==> src/rtl/dat_phys_if.sv <==
// dat_phys_if: controller handshake, FIFO ports and DAT line between the DAT controller and the SD PHY.
interface dat_phys_if;
    logic        strobe;
    logic        ack;
    logic [3:0]  blocks;
    logic        write_read;
    logic        multiple;
    logic        serial_ready;
    logic        complete;
    logic        ack_pulse;
    logic [1:0]  error;
    logic [31:0] fifo_dout;
    logic        fifo_empty;
    logic        fifo_rd_en;
    logic [31:0] fifo_din;
    logic        fifo_full;
    logic        fifo_wr_en;
    logic        dat_rx;
    logic        dat_tx;
    logic        dat_oe;

    modport slave (
        input  strobe, ack, blocks, write_read, multiple, fifo_dout, fifo_empty, fifo_full, dat_rx,
        output serial_ready, complete, ack_pulse, error, fifo_rd_en, fifo_din, fifo_wr_en, dat_tx, dat_oe
    );
    modport master (
        output strobe, ack, blocks, write_read, multiple, fifo_dout, fifo_empty, fifo_full, dat_rx,
        input  serial_ready, complete, ack_pulse, error, fifo_rd_en, fifo_din, fifo_wr_en, dat_tx, dat_oe
    );
endinterface

==> src/rtl/dat_phys_layer.sv <==
// dat_phys_layer: SD DAT line PHY; serialises write blocks with CRC16 and status/busy, deserialises read blocks.
module dat_phys_layer #(
    parameter int BLOCK_WORDS = 128,
    parameter int TIMEOUT     = 65535
) (
    input logic clk,
    input logic rst_n,
    dat_phys_if.slave bus
);
    localparam int BITS = BLOCK_WORDS * 32;
    localparam int CW = $clog2(BITS);
    localparam int TW = $clog2(TIMEOUT + 1);
    localparam logic [CW-1:0] LAST_BIT = CW'(BITS - 1);
    localparam logic [CW-1:0] LAST_WORD = CW'(BITS - 32);
    localparam logic [TW-1:0] TMO_LAST = TW'(TIMEOUT - 1);

    typedef enum logic [3:0] {
        IDLE, READY, WR_START, WR_DATA, WR_CRC, WR_END, WR_STATUS, WR_BUSY,
        RD_WAIT, RD_DATA, RD_CRC, RD_END, DONE
    } state_t;

    state_t        state;
    logic          wr;
    logic          got;
    logic [4:0]    blk;
    logic [CW-1:0] cnt;
    logic [TW-1:0] tmo;
    logic [31:0]   word;
    logic [30:0]   sreg;
    logic [15:0]   crc;
    logic [2:0]    status;

    logic        data_bit;
    logic        crc_in;
    logic [15:0] crc_nx;
    logic [1:0]  err_acc;
    logic [1:0]  end_err;
    logic        more;
    logic        tmo_hit;

    // Word 0 of a block only arrives the cycle after its pop, so bit 0 of each word comes straight from the FIFO.
    assign data_bit = cnt[4:0] == 5'd0 ? bus.fifo_dout[31] : word[~cnt[4:0]];
    assign bus.dat_tx = state == WR_START ? 1'b0 : state == WR_DATA ? data_bit : state == WR_CRC ? crc[15] : 1'b1;
    assign crc_in = state == WR_DATA ? data_bit : bus.dat_rx;
    assign crc_nx = {crc[14:0], 1'b0} ^ ((crc[15] ^ crc_in) ? 16'h1021 : 16'h0000);
    assign err_acc = bus.error | {1'b0, (bus.fifo_rd_en && bus.fifo_empty) || (bus.fifo_wr_en && bus.fifo_full)};
    // Running the received CRC through the generator leaves a zero residue when it matches.
    assign end_err = err_acc | {1'b0, state == RD_END && (!bus.dat_rx || crc != 16'h0000)};
    assign more = blk != 5'd1 && end_err == 2'b00;
    assign tmo_hit = tmo == TMO_LAST;

    always_ff @(posedge clk or negedge rst_n) begin
        if (!rst_n) begin
            state <= IDLE;
            wr <= 1'b0;
            got <= 1'b0;
            blk <= '0;
            cnt <= '0;
            tmo <= '0;
            word <= '0;
            sreg <= '0;
            crc <= '0;
            status <= '0;
            bus.serial_ready <= 1'b0;
            bus.complete <= 1'b0;
            bus.ack_pulse <= 1'b0;
            bus.error <= 2'b00;
            bus.fifo_rd_en <= 1'b0;
            bus.fifo_din <= '0;
            bus.fifo_wr_en <= 1'b0;
            bus.dat_oe <= 1'b0;
        end else begin
            bus.ack_pulse <= 1'b0;
            bus.fifo_rd_en <= 1'b0;
            bus.fifo_wr_en <= 1'b0;
            bus.error <= err_acc;
            tmo <= '0;
            case (state)
                IDLE: begin
                    state <= READY;
                    bus.serial_ready <= 1'b1;
                end
                READY: if (bus.strobe) begin
                    state <= bus.write_read ? WR_START : RD_WAIT;
                    wr <= bus.write_read;
                    blk <= !bus.multiple ? 5'd1 : bus.blocks == 4'd0 ? 5'd16 : {1'b0, bus.blocks};
                    bus.error <= 2'b00;
                    bus.serial_ready <= 1'b0;
                    bus.dat_oe <= bus.write_read;
                    bus.fifo_rd_en <= bus.write_read;
                end
                WR_START: begin
                    state <= WR_DATA;
                    cnt <= '0;
                    crc <= '0;
                end
                WR_DATA: begin
                    crc <= crc_nx;
                    cnt <= cnt + CW'(1);
                    if (cnt[4:0] == 5'd0) word <= bus.fifo_dout;
                    if (cnt[4:0] == 5'd0 && cnt < LAST_WORD) bus.fifo_rd_en <= 1'b1;
                    if (cnt == LAST_BIT) begin
                        state <= WR_CRC;
                        cnt <= '0;
                    end
                end
                WR_CRC: begin
                    crc <= {crc[14:0], 1'b0};
                    cnt <= cnt + CW'(1);
                    if (cnt[3:0] == 4'd15) state <= WR_END;
                end
                WR_END: begin
                    state <= WR_STATUS;
                    bus.dat_oe <= 1'b0;
                    got <= 1'b0;
                    cnt <= '0;
                end
                WR_STATUS: if (!got) begin
                    if (!bus.dat_rx) got <= 1'b1;
                    else if (tmo_hit) begin
                        state <= DONE;
                        bus.complete <= 1'b1;
                        bus.error <= err_acc | 2'b10;
                    end else tmo <= tmo + TW'(1);
                end else begin
                    cnt <= cnt + CW'(1);
                    if (cnt[1:0] != 2'd3) status <= {status[1:0], bus.dat_rx};
                    else begin
                        state <= WR_BUSY;
                        if (status != 3'b010) bus.error <= err_acc | 2'b01;
                    end
                end
                WR_BUSY, RD_END: if (state == RD_END || bus.dat_rx) begin
                    bus.error <= end_err;
                    blk <= blk - 5'd1;
                    state <= !more ? DONE : wr ? WR_START : RD_WAIT;
                    bus.complete <= !more;
                    bus.dat_oe <= more && wr;
                    bus.fifo_rd_en <= more && wr;
                end else if (tmo_hit) begin
                    state <= DONE;
                    bus.complete <= 1'b1;
                    bus.error <= err_acc | 2'b10;
                end else tmo <= tmo + TW'(1);
                RD_WAIT: begin
                    cnt <= '0;
                    crc <= '0;
                    if (!bus.dat_rx) state <= RD_DATA;
                    else if (tmo_hit) begin
                        state <= DONE;
                        bus.complete <= 1'b1;
                        bus.error <= err_acc | 2'b10;
                    end else tmo <= tmo + TW'(1);
                end
                RD_DATA: begin
                    crc <= crc_nx;
                    cnt <= cnt + CW'(1);
                    sreg <= {sreg[29:0], bus.dat_rx};
                    if (cnt[4:0] == 5'd31) begin
                        bus.fifo_din <= {sreg, bus.dat_rx};
                        bus.fifo_wr_en <= 1'b1;
                    end
                    if (cnt == LAST_BIT) begin
                        state <= RD_CRC;
                        cnt <= '0;
                    end
                end
                RD_CRC: begin
                    crc <= crc_nx;
                    cnt <= cnt + CW'(1);
                    if (cnt[3:0] == 4'd15) state <= RD_END;
                end
                DONE: if (bus.ack) begin
                    bus.ack_pulse <= 1'b1;
                    bus.complete <= 1'b0;
                    state <= IDLE;
                end
                default: state <= IDLE;
            endcase
        end
    end
endmodule

==> src/flat_wrapper.sv <==
// flat-port wrapper written by rule: the top's interface ports become plain ports
module dat_phys_layer_flat 
#(
    parameter int BLOCK_WORDS = 128,
    parameter int TIMEOUT     = 65535
)
  (clk, rst_n, bus_strobe, bus_ack, bus_blocks, bus_write_read, bus_multiple, bus_fifo_dout, bus_fifo_empty, bus_fifo_full, bus_dat_rx, bus_serial_ready, bus_complete, bus_ack_pulse, bus_error, bus_fifo_rd_en, bus_fifo_din, bus_fifo_wr_en, bus_dat_tx, bus_dat_oe);
  dat_phys_if bus_i ();
  input logic clk;
  input logic rst_n;
  input wire logic [$bits(bus_i.strobe)-1:0] bus_strobe;
  input wire logic [$bits(bus_i.ack)-1:0] bus_ack;
  input wire logic [$bits(bus_i.blocks)-1:0] bus_blocks;
  input wire logic [$bits(bus_i.write_read)-1:0] bus_write_read;
  input wire logic [$bits(bus_i.multiple)-1:0] bus_multiple;
  input wire logic [$bits(bus_i.fifo_dout)-1:0] bus_fifo_dout;
  input wire logic [$bits(bus_i.fifo_empty)-1:0] bus_fifo_empty;
  input wire logic [$bits(bus_i.fifo_full)-1:0] bus_fifo_full;
  input wire logic [$bits(bus_i.dat_rx)-1:0] bus_dat_rx;
  output wire logic [$bits(bus_i.serial_ready)-1:0] bus_serial_ready;
  output wire logic [$bits(bus_i.complete)-1:0] bus_complete;
  output wire logic [$bits(bus_i.ack_pulse)-1:0] bus_ack_pulse;
  output wire logic [$bits(bus_i.error)-1:0] bus_error;
  output wire logic [$bits(bus_i.fifo_rd_en)-1:0] bus_fifo_rd_en;
  output wire logic [$bits(bus_i.fifo_din)-1:0] bus_fifo_din;
  output wire logic [$bits(bus_i.fifo_wr_en)-1:0] bus_fifo_wr_en;
  output wire logic [$bits(bus_i.dat_tx)-1:0] bus_dat_tx;
  output wire logic [$bits(bus_i.dat_oe)-1:0] bus_dat_oe;
  assign bus_i.strobe = bus_strobe;
  assign bus_i.ack = bus_ack;
  assign bus_i.blocks = bus_blocks;
  assign bus_i.write_read = bus_write_read;
  assign bus_i.multiple = bus_multiple;
  assign bus_i.fifo_dout = bus_fifo_dout;
  assign bus_i.fifo_empty = bus_fifo_empty;
  assign bus_i.fifo_full = bus_fifo_full;
  assign bus_i.dat_rx = bus_dat_rx;
  assign bus_serial_ready = bus_i.serial_ready;
  assign bus_complete = bus_i.complete;
  assign bus_ack_pulse = bus_i.ack_pulse;
  assign bus_error = bus_i.error;
  assign bus_fifo_rd_en = bus_i.fifo_rd_en;
  assign bus_fifo_din = bus_i.fifo_din;
  assign bus_fifo_wr_en = bus_i.fifo_wr_en;
  assign bus_dat_tx = bus_i.dat_tx;
  assign bus_dat_oe = bus_i.dat_oe;
  dat_phys_layer #(.BLOCK_WORDS(BLOCK_WORDS), .TIMEOUT(TIMEOUT)) u_core (.clk(clk), .rst_n(rst_n), .bus(bus_i));
endmodule
==> config.mk <==
export PLATFORM = sky130hd
export DESIGN_NAME = dat_phys_layer_flat
export DESIGN_NICKNAME = d
export VERILOG_FILES = /design/src/rtl/dat_phys_if.sv /design/src/rtl/dat_phys_layer.sv /design/src/flat_wrapper.sv
export SDC_FILE = /design/constraint.sdc
export NUM_CORES = 1
export LEC_CHECK = 0
export BUFFER_PORTS_ARGS = -buffer_cell sky130_fd_sc_hd__buf_2
export CORE_MARGIN = 5
export CORE_UTILIZATION = 53
export DETAILED_ROUTE_END_ITERATION = 10
export GPL_ROUTABILITY_DRIVEN = 1
export PLACE_DENSITY = 0.74
export SYNTH_ARGS = -nofsm -noshare
export SYNTH_HDL_FRONTEND = slang
export SYNTH_SLANG_ARGS = --single-unit
export TNS_END_PERCENT = 1
==> constraint.sdc <==
create_clock -name clk -period 2.2 [get_ports clk]
set_input_delay 0.11 -clock clk [delete_from_list [all_inputs] [get_ports clk]]
set_output_delay 0.11 -clock clk [all_outputs]
set_load 0.005 [all_outputs]
# Word-level counts from Yosys, hierarchy flattened

Cells that the tools add are included.

Register bits after elaboration: 161
Bits of input ports: 45
Output and inout bits: 41

$add $sub $neg: 3
Order comparisons: 2
Eq/ne operators: 30
Mux-type cells: 68
Bitwise gates (word level): 5
Reductions and logical operators: 39

Operator list:

| operator                | count |
|---|---|
| $pmux W16 S3            | 2 |
| $mux W16                | 4 |
| $mux W4                 | 15 |
| $pmux W12 S4            | 1 |
| $pmux W4 S12            | 1 |
| $mux W1                 | 25 |
| $eq A4 B4 Y1 const B    | 6 |
| $mux W12                | 2 |
| $mux W5                 | 4 |
| $add A16 B1 Y16 const B | 1 |
| $eq A16 B16 Y1 const B  | 1 |
| $eq A4 B3 Y1 const B    | 4 |
| $reduce_bool A16 Y1     | 1 |
| $xor A16 B16 Y16        | 1 |
| $mux W13                | 1 |
| $add A12 B1 Y12 const B | 1 |
| $eq A12 B12 Y1 const B  | 1 |
| $lt A12 B12 Y1 const B  | 1 |
| $ne A2 B2 Y1 const B    | 6 |
| $reduce_and A3 Y1       | 4 |
| $mux W2                 | 5 |
| $pmux W5 S2             | 1 |
| $reduce_and A2 Y1       | 5 |
| $eq A4 B2 Y1 const B    | 2 |
| other kinds (28)        | 52 |

# Logic depth before layout (Yosys ltp)

Gate-level depths: netlist of the first run.

Word-level depth: 9
Depth in mapped cells: 10
Depth with buffers taken out: 8

# Worst setup path before layout of the first run

Ideal clock, no wire load.

Kind: flip-flop to flip-flop
Start: register u_core.cnt[0]
End: register u_core.cnt[2]
Arrival time: 2.007 ns
Required time: 2.122 ns
Setup slack: 0.115 ns
Cell stages (with the launch flop): 9
Path buffers: 1
Cells stage by stage: dfrtp_1 -> ha_1 -> and3_1 -> and3_1 -> and4_1 -> a31o_2 -> clkbuf_1 -> a211o_1 -> o2bb2ai_1

Word-level cells in the longest chain between the ends: 3

Ends and longest elaborated chain:

| item                                                     | RTL line                                                            | text |
|---|---|---|
| from (decl)                                              | dat_phys_layer.sv:26                                                | `logic [CW-1:0] cnt;` |
| from (signal assigned)                                   | dat_phys_layer.sv:99                                                | `cnt <= cnt + CW'(1);` |
| from (signal assigned)                                   | dat_phys_layer.sv:109                                               | `cnt <= cnt + CW'(1);` |
| from (signal assigned)                                   | dat_phys_layer.sv:126                                               | `cnt <= cnt + CW'(1);` |
| $add A12 B1 Y12 / $eq A12 B12 Y1 (equally long branches) | -                                                                   |  |
| $mux W12 (on tied branches)                              | dat_phys_layer.sv:102, dat_phys_layer.sv:163, dat_phys_layer.sv:118 |  |
| $pmux W12 S4 *                                           | dat_phys_layer.sv:78                                                | `case (state)` |

Mark *: on every way between the ends. The rest lies on a longest branch, timed or not. The select of a mux whose other input is x is not followed.
A chain may end at the register's enable or synchronous reset.

# Worst setup path after layout of the first run

Start: register u_core.cnt[0]
End: output port bus_dat_tx

Word-level cells in the longest chain between the ends: 6

Ends and longest elaborated chain:

| item                          | RTL line             | text |
|---|---|---|
| $not A5 Y5                    | dat_phys_layer.sv:42 | `assign data_bit = cnt[4:0] == 5'd0 ? bus.fifo_dout[31] : word[~cnt[4:0]];` |
| $bmux W1 S5                   | dat_phys_layer.sv:42 |  |
| $mux W1 (not written as such) | dat_phys_layer.sv:42 |  |
| $mux W1 *                     | dat_phys_layer.sv:42 |  |
| $mux W1 * (2 in series)       | dat_phys_layer.sv:43 | `assign bus.dat_tx = state == WR_START ? 1'b0 : state == WR_DATA ? data_bit : state == WR_CRC ? crc[15] : 1'b1;` |
| to (decl)                     | flat_wrapper.sv:27   | `output wire logic [$bits(bus_i.dat_tx)-1:0] bus_dat_tx;` |

Marked as above.

==> results of run 1 <==
cell type report:
type | instances | area (um^2) | area share
Timing Repair Buffer | 167 | 1187 | 0.1255
Sequential cell | 161 | 4030 | 0.4259
Multi-Input combinational cell | 440 | 3377 | 0.3569
Tap cell | 180 | 225.2 | 0.02380
Clock buffer | 20 | 456.7 | 0.04827
Inverter | 16 | 60.06 | 0.006348
Clock inverter | 12 | 125.1 | 0.01322
critical path: cells and delay by family (launching register included):
kind	cells	cell delay, ns
buffers and inverters	3	0.43
muxes	1	0.16
DFF	1	0.46
and+or+nand+nor	2	0.47
AOI/OAI and AO/OA	3	0.52
path summary, 6_finish.rpt:
| check | startpoint | end | depth (start not counted) |
|---|---|---|---|
| worst min-delay path | bus_ack | u_core.bus.ack_pulse | 2 |
| worst max-delay path | u_core.cnt[0] | bus_dat_tx | 9 |
| max in group asynchronous | rst_n | u_core.bus.error[1] | 3 |
| worst min register to register | u_core.status[2] | u_core.status[2] | 2 |
| min in group asynchronous | rst_n | u_core.cnt[9] | 2 |
| worst max register to register | u_core.cnt[0] | u_core.crc[0] | 10 |
power by group:
| group | switching (mW) | internal (mW) |
|---|---|---|
| Clock | 1.22 | 1.64 |
| Combinational | 2.22 | 2.04 |
| Sequential | 0.517 | 3.64 |
| Total | 3.96 | 7.32 |
per-stage QoR:
step           total power, mW  TNS [ns]  utilization  setup WS, ns
2_1_floorplan            6.761         0            -        0.1149
5_1_grt                  11.93    -1.526       0.6790       -0.5330
6_report                 11.28    -1.029       0.6790       -0.3888
3_5_place_dp             8.050   -0.1352       0.6055      -0.06350
3_3_place_gp             7.885         0       0.6055       0.05242
4_1_cts                  11.16   -0.6174       0.6752       -0.3972
logic make-up after synthesis:
group | count (synthesis) | synth area share
compound gates | 100 | 0.09189
buf+inv | 47 | 0.02814
fa+ha+maj | 7 | 0.01159
simple gates | 186 | 0.1187
mux | 120 | 0.1853
flops | 161 | 0.5331
xor+xnor | 27 | 0.03129
layer usage:
metal	GRT usage	vias up
met5	0	-
met4	0.05807	0
met1	0.2742	2835
met3	0.05276	34
li1	-	2627
met2	0.3665	173
placed cells by master (no fill, tap or decap), drive strengths merged, types with 3 or more instances in the layout:
cell,synthesis,routed
a21oi,21,21
a31o,3,3
a31oi,3,3
a32oi,4,4
and3,5,5
and4,3,3
buf,16,134
clkbuf,15,20
clkinv,0,3
clkinvlp,0,5
dfrtp,161,161
dlygate4sd3,0,33
ha,7,7
inv,16,19
mux2,100,100
mux2i,15,15
mux4,5,5
nand2,58,58
nand2b,16,16
nand3,18,18
nand4,11,11
nor2,45,45
nor2b,7,7
nor3,4,4
nor4,4,4
o21ai,35,35
o221ai,5,5
o22ai,7,7
o31ai,3,3
or3,6,6
xnor2,9,9
xor2,18,18
what timing repair did:
action,CTS,global route
setup buffers,3,3
resized for setup,9,8
hold endpoints to repair,101,0
hold buffers,33,0
pin swaps,5,5
setup endpoints to repair,4,12
sequential cells by signal (all words and copies together), names as in the netlist:
register	count
u_core.state	4
u_core.cnt	12
u_core.bus.complete	1
u_core.bus.fifo_rd_en	1
u_core.sreg	31
u_core.got	1
u_core.bus.ack_pulse	1
u_core.status	3
u_core.bus.fifo_wr_en	1
u_core.blk	5
u_core.bus.fifo_din	32
u_core.bus.error	2
u_core.tmo	16
u_core.bus.dat_oe	1
u_core.word	32
u_core.crc	16
u_core.bus.serial_ready	1
u_core.wr	1
==> impl_metrics.ini, run 1 <==
[run_status]
status = complete, but fails checks
violations = negative setup slack

[timing]
setup_viol = 4
layout_setup_ws_ns = -0.3888
relSlewSlack = 0.5503
fin_crit_ns = 2.589
maxClockFrequency_mhz = 386.3
worst_pin_slew_ns = 0.6745
fin_skew_ns = 0.008514
timing.hold.ws_ns = 0.02523
finalMaxSlewViolations = 0
rsz0062_at_grt = true
period_share = 1.177
hold_viol_final = 0

[critical_path]
worstSetupPathType = flip-flop to primary output
cp_max_fo = 5
crit_path_max_incr_delay_ns = 0.46
rrSetupSlack_ns = -0.27
crit_top_cell = o221ai_2
required_ns = 2.09
arrival_ns = 2.48
crit_chain = buf_6 > buf_4 > mux2i_1 > o221ai_2 > o221ai_2 > nor4_2 > nor3b_2 > o21ai_1 > buf_2
end_kind = primary output
start_kind = flip-flop
crit_path_top_delay_cell = dfrtp_2

[drt]
routed_wirelength_um = 17340
top_layer_used = met4
m1WireLength_um = 7340
vias = 5669
wl_met3_um = 879
wl_per_cell_um = 17.41
drtPass1Iterations = 5
postRouteAntennaNets = 0
remaining_drc_errors = 0
drtIter0Drc = 538
met2WireLength_um = 8795
viasPerCell = 5.692

[power]
ir_worst_vdd_mv = 0.7463
leakage_nw = 4.486
powerDensity_nw_per_um2 = 1192

[cts]
cts_tree = done
insertion_delay_ns = 0.43
cts_made_buffers = 17
path_clk_slew_ns = 0.06
cts.sinks = 161
cts_max_level = 4
cts_buffer_depth = 2
root_buffer = clkbuf_16

[synth]
synth_largest_area_cell = dfrtp_1
yosysMostFrequentCell = dfrtp_1
synth_commonest_cells = dfrtp_1, mux2_2, nand2_1
synth_nets = 700
yosysUniqueCellTypes = 61
synth_flop_cell = dfrtp_1
ys_seq_elements = 161
netlist_area_um2 = 7557
synthTopCellsByArea = dfrtp_1, mux2_2, nand2_1, nor2_1, o21ai_0
async_reset_ff_frac = 1.000
syn-instance-count = 648
synth_edf_count = 0
yosys_warnings = 0
avgSynthCellArea_um2 = 11.66
seq_area_frac_synth = 0.5331
synth_top_area_share = 0.5331

[layout]
fin_nets = 855
diodes = 0
area_growth_pct = 25.20
num-fill-cells = 1003
design_area_um2 = 9462
instances_no_fill = 996
drive_gt1_frac = 0.3578

[global_routing]
grt_use_total = 0.2142
grt_max_degree = 72
grt_pass1_vias = 5995
antenna_found_initial = 0
grt_pass1_wl_um = 28770
overflow = 0

[floorplanning]
fp-row-count = 43
pin_count = 86
die_w_um = 129.4
start_util = 0.5423
core_area_um2 = 13930
die_height_um = 129.4
dieArea_um2 = 16750

[placed_design]
post-place-cells = 925
place_congestion = 0.9050
place_area_um2 = 8437
portBuffers = 85
hpwl_um = 11690

[flow_run]
max_cap_viol_count = 0

[hold_path]
holdCritPathClass = primary input to flip-flop
Note: power is estimated with default switching activity, not from simulation.
==> run 2, diff against run 1 <==
--- a/config.mk
+++ b/config.mk
@@ -11,6 +11,7 @@
 export DETAILED_ROUTE_END_ITERATION = 10
 export GPL_ROUTABILITY_DRIVEN = 1
 export PLACE_DENSITY = 0.74
+export SKIP_LAST_GASP = 1
 export SYNTH_ARGS = -nofsm -noshare
 export SYNTH_HDL_FRONTEND = slang
 export SYNTH_SLANG_ARGS = --single-unit
==> run 2 against run 1 <==
- the run still ends with negative setup slack left
- register-to-register slack lost 0.04 ns
- flip-flop and latch count is the same
- cell count is the same
- fmax shrank 0.48%
- hold slack gained 0.0036 ns
- power shrank 0.53%
- combinational power shrank 0.9%
- critical path type unchanged
==> impl_metrics.ini, run 2 (synthesis results as in run 1) <==
[timing]
setup_viol = 4
worst_pin_slew_ns = 0.6770
finalMaxSlewViolations = 0
maxClockFrequency_mhz = 384.4
fin_crit_ns = 2.601
hold_viol_final = 0
relSlewSlack = 0.5486
fin_skew_ns = 0.01133
layout_setup_ws_ns = -0.4014
timing.hold.ws_ns = 0.02882
period_share = 1.182
rsz0062_at_grt = true

[run_status]
violations = negative setup slack
status = complete, but fails checks

[floorplanning]
start_util = 0.5423
die_w_um = 129.4
dieArea_um2 = 16750
core_area_um2 = 13930
die_height_um = 129.4
fp-row-count = 43
pin_count = 86

[cts]
cts_made_buffers = 17
path_clk_slew_ns = 0.06
cts_max_level = 4
cts.sinks = 161
cts_tree = done
root_buffer = clkbuf_16
cts_buffer_depth = 2
insertion_delay_ns = 0.43

[critical_path]
r2r-end = u_core.crc[0]
start_kind = flip-flop
r2r_start = u_core.cnt[0]
worstRegToRegCells = 10
required_ns = 2.09
rrSetupSlack_ns = -0.31
end_kind = primary output
cp_max_fo = 5
arrival_ns = 2.49
crit_start = u_core.cnt[0]
worstSetupPathType = flip-flop to primary output

[layout]
diodes = 0
drive_gt1_frac = 0.3554
fin_nets = 855
mostFrequentLayoutCells = dfrtp_1, mux2_2, buf_2
final_common_cell = dfrtp_1
largestRegisters = u_core.bus.fifo_din (32), u_core.word (32), u_core.sreg (31)
num-fill-cells = 1010
area_growth_pct = 24.95

[hold_path]
worstHoldEndpoint = u_core.bus.ack_pulse
holdCritPathClass = primary input to flip-flop
holdCritStartpoint = bus_ack
whs_path_depth = 2

[drt]
viasPerCell = 5.716
wl_per_cell_um = 17.31
drtIter0Drc = 476
postRouteAntennaNets = 0
drtPass1Iterations = 7
routed_wirelength_um = 17240
vias = 5693
remaining_drc_errors = 0

[global_routing]
grt_max_degree = 72
grt_use_total = 0.2142
overflow = 0
grt_pass1_vias = 5993
grt_pass1_wl_um = 28770
antenna_found_initial = 0

[power]
finalPower_mw = 11.22
ir_worst_vdd_mv = 0.7465
powerDensity_nw_per_um2 = 1188
leakage_nw = 4.481

[placed_design]
portBuffers = 85
place_congestion = 0.9050
hpwl_um = 11690

[flow_run]
max_cap_viol_count = 0
==> run 2: timing repair <==
item / CTS / global route
pin swaps: 3 / 2
hold endpoints to repair: 101 / 0
gates resized for setup: 9 / 4
hold buffers: 33 / 0
setup buffers: 3 / 3
endpoints found under the setup margin: 4 / 12
==> run 2: how the worst max path moves through the flow <==
stage | end | slack (ns) | cells after the start
after floorplan | u_core.cnt[2] | 0.11 | 8
after CTS | bus_dat_tx | -0.40 | 7
after global routing | bus_dat_tx | -0.53 | 9
after detailed placement | u_core.crc[0] | -0.06 | 8
final | bus_dat_tx | -0.40 | 9
after global placement | bus_dat_tx | 0.05 | 7
==> run 2: power by group <==
group | switching, mW | leakage (nW) | internal (mW) | total (mW)
clock | 1.23 | 0.269 | 1.64 | 2.86
sequential | 0.494 | 2.12 | 3.64 | 4.13
combinational | 2.20 | 2.09 | 2.02 | 4.22
==> run 2: worst max-delay path, stage by stage, from the launching register on <==
cell	delay (ns)
dfrtp_2	0.46
buf_6	0.14
buf_4	0.16
mux2i_1	0.15
o221ai_2	0.23
o221ai_2	0.15
nor4_2	0.42
nor3b_2	0.09
o21ai_1	0.14
buf_2	0.13
==> run 2: final cells by class <==
cell class,count,area (um^2),area share
tap,180,225.2,0.02385
clock buffer,20,456.7,0.04836
timing repair buffer,167,1187,0.1257
sequential,161,4030,0.4268
multi-input combinational,440,3358,0.3556
clock inverter,12,125.1,0.01325
inverter,16,60.06,0.006360
==> run 2: per-layer routing <==
metal / GRT usage / share of wire
met5: 0 / 0
met4: 0.05807 / 0.019
met3: 0.05276 / 0.052
met2: 0.3665 / 0.50
met1: 0.2742 / 0.43
==> run 2: metrics by stage <==
step                std cells  setup slack [ns]  instance area (um^2)  TNS [ns]  utilization
floorplan                 648            0.1149                  7557         0            -
global placement          925           0.05242                  8437         0       0.6055
detailed placement        925          -0.06350                  8437   -0.1352       0.6055
CTS                       993           -0.3972                  9409   -0.6508       0.6752
global route              996           -0.5262                  9443    -2.365       0.6777
finish                    996           -0.4014                  9443    -1.132       0.6777
==> run 3, diff against run 2 <==
--- a/config.mk
+++ b/config.mk
@@ -6,6 +6,7 @@
 export NUM_CORES = 1
 export LEC_CHECK = 0
 export BUFFER_PORTS_ARGS = -buffer_cell sky130_fd_sc_hd__buf_2
+export CORE_ASPECT_RATIO = 0.7
 export CORE_MARGIN = 5
 export CORE_UTILIZATION = 53
 export DETAILED_ROUTE_END_ITERATION = 10
==> run 3 against run 2 <==
- the flow still finishes with violations (negative setup slack)
- non-clock buffer count is 1 higher
- core utilization is 0.49 points higher
- fmax increased by 0.15%
- cell count rose by 1.1%
- via count down 1.8%
- clock-buffer cell count shrank 3
- hold slack improved by 0.0027 ns
- worst setup slack better by 0.0039 ns
- sequential power up 1%
- clock skew fell by 0.0043 ns
- combinational power barely moved
- highest routed layer unchanged
==> impl_metrics.ini, run 3 (synthesis results as in run 1) <==
[timing]
rsz0062_at_grt = true
worst_pin_slew_ns = 0.6164
fin_skew_ns = 0.007064
setup_viol = 43
timing.hold.ws_ns = 0.03155
finalMaxSlewViolations = 0
layout_setup_ws_ns = -0.3975
relSlewSlack = 0.5847
fin_crit_ns = 2.598
period_share = 1.181
hold_viol_final = 0
maxClockFrequency_mhz = 385.0

[cts]
insertion_delay_ns = 0.42
root_buffer = clkbuf_16
cts_tree = done
path_clk_slew_ns = 0.07
cts_made_buffers = 17
cts_buffer_depth = 2
cts.sinks = 161
cts_max_level = 4

[placed_design]
post-place-cells = 935
portBuffers = 85
place_congestion = 0.8916
hpwl_um = 11750

[run_status]
status = complete, but fails checks
violations = negative setup slack

[critical_path]
required_ns = 2.09
crit_path_max_incr_delay_ns = 0.53
arrival_ns = 2.49
end_kind = primary output
worstSetupPathType = flip-flop to primary output
start_kind = flip-flop
cp_max_fo = 3
crit_chain = mux4_2 > or3_4 > a211oi_4 > nor4_2 > nor3b_1 > o21ai_1 > buf_2
crit_path_top_delay_cell = mux4_2

[drt]
remaining_drc_errors = 0
routed_wirelength_um = 16960
drtPass1Iterations = 5
drtIter0Drc = 374
wl_per_cell_um = 16.84
viasPerCell = 5.549
postRouteAntennaNets = 0
vias = 5588

[layout]
drive_gt1_frac = 0.3537
area_growth_pct = 26.11
instances_no_fill = 1007
mostFrequentLayoutCells = dfrtp_1, mux2_2, buf_2
largestRegisters = u_core.bus.fifo_din (32), u_core.word (32), u_core.sreg (31)
final_common_cell = dfrtp_1
diodes = 0
fin_nets = 856

[floorplanning]
core_area_um2 = 13960
die_w_um = 152.7
start_util = 0.5412
die_height_um = 109.9
fp-row-count = 36
dieArea_um2 = 16790
pin_count = 86

[flow_run]
max_cap_viol_count = 0

[global_routing]
antenna_found_initial = 0
overflow = 0
grt_pass1_vias = 5783
met3_usage = 0.04603
use_met2 = 0.3366
grt_use_met1 = 0.2933
grt_max_degree = 60
grt.busiest_layer = met2
grt_pass1_wl_um = 28640
grt_use_total = 0.2125

[power]
leakage_nw = 4.539
ir_worst_vdd_mv = 0.7325
powerDensity_nw_per_um2 = 1211

[hold_path]
holdCritPathClass = primary input to flip-flop
## run 3: cell count changes in the layout (fill, tap and decap cells not counted), sizes merged
cell	previous run	this run
buf	134	135
bufinv	1	3
clkbuf	20	17
clkinv	3	2
clkinvlp	5	1
inv	19	25
## run 3: final timing paths
kind	from	to	slack [ns]	depth (start not counted)
setup reg to reg	u_core.cnt[0]	u_core.cnt[2]	-0.15	9
hold / removal	bus_blocks[3]	u_core.blk[3]	0.03	3
max in group asynchronous	rst_n	u_core.sreg[6]	1.20	3
hold reg to reg	u_core.word[6]	u_core.word[6]	0.50	1
min in group asynchronous	rst_n	u_core.crc[8]	0.22	2
setup / recovery	u_core.cnt[0]	bus_dat_tx	-0.40	7
## run 3: metal layers
metal  routed length [um]  share of wire
met3                  958          0.056
met1                 7773           0.46
met5                    0              0
met2                 7929           0.47
met4                  296          0.017
## run 3: per-stage QoR
step           setup slack, ns  instance area [um^2]  power, mW  utilization  setup TNS (ns)
2_1_floorplan           0.1149                  7557      6.761            -               0
3_3_place_gp          -0.02497                  8449      7.890       0.6051        -0.02497
3_5_place_dp          -0.09325                  8449      8.032       0.6051         -0.1388
4_1_cts                -0.4181                  9507      11.49       0.6808          -1.833
5_1_grt                -0.5050                  9530      12.19       0.6825          -7.633
6_report               -0.3975                  9530      11.54       0.6825          -3.096
## run 3: timing repair
action                     4_1_cts  5_1_grt
hold buffers                    33        0
buffers inserted                 6        1
gates resized for setup          7        3
hold endpoints to repair        87        0
setup endpoints to repair        6       48
cloned                           0        0
pin swaps                        4        2
## run 3: cell type report
cell class	count	area, um^2
Clock buffer	17	425.4
Clock inverter	15	214.0
Fill cell	978	4433
Inverter	16	60.06
Multi-Input combinational cell	440	3357
Sequential cell	161	4029
Tap cell	190	237.7
Timing Repair Buffer	168	1207
## run 3: critical path: cells and delay by family (launching register included)
family,cells,cell delay [ns]
DFF,1,0.42
and+or+nand+nor,3,0.60
muxes,1,0.53
AOI/OAI and AO/OA,2,0.38
buffers and inverters,1,0.14
## run 3: report_power, final
group	total, mW	internal, mW	switching [mW]
sequential	4.19	3.63	0.558
clock	3.16	1.85	1.31
combinational	4.19	2.05	2.14
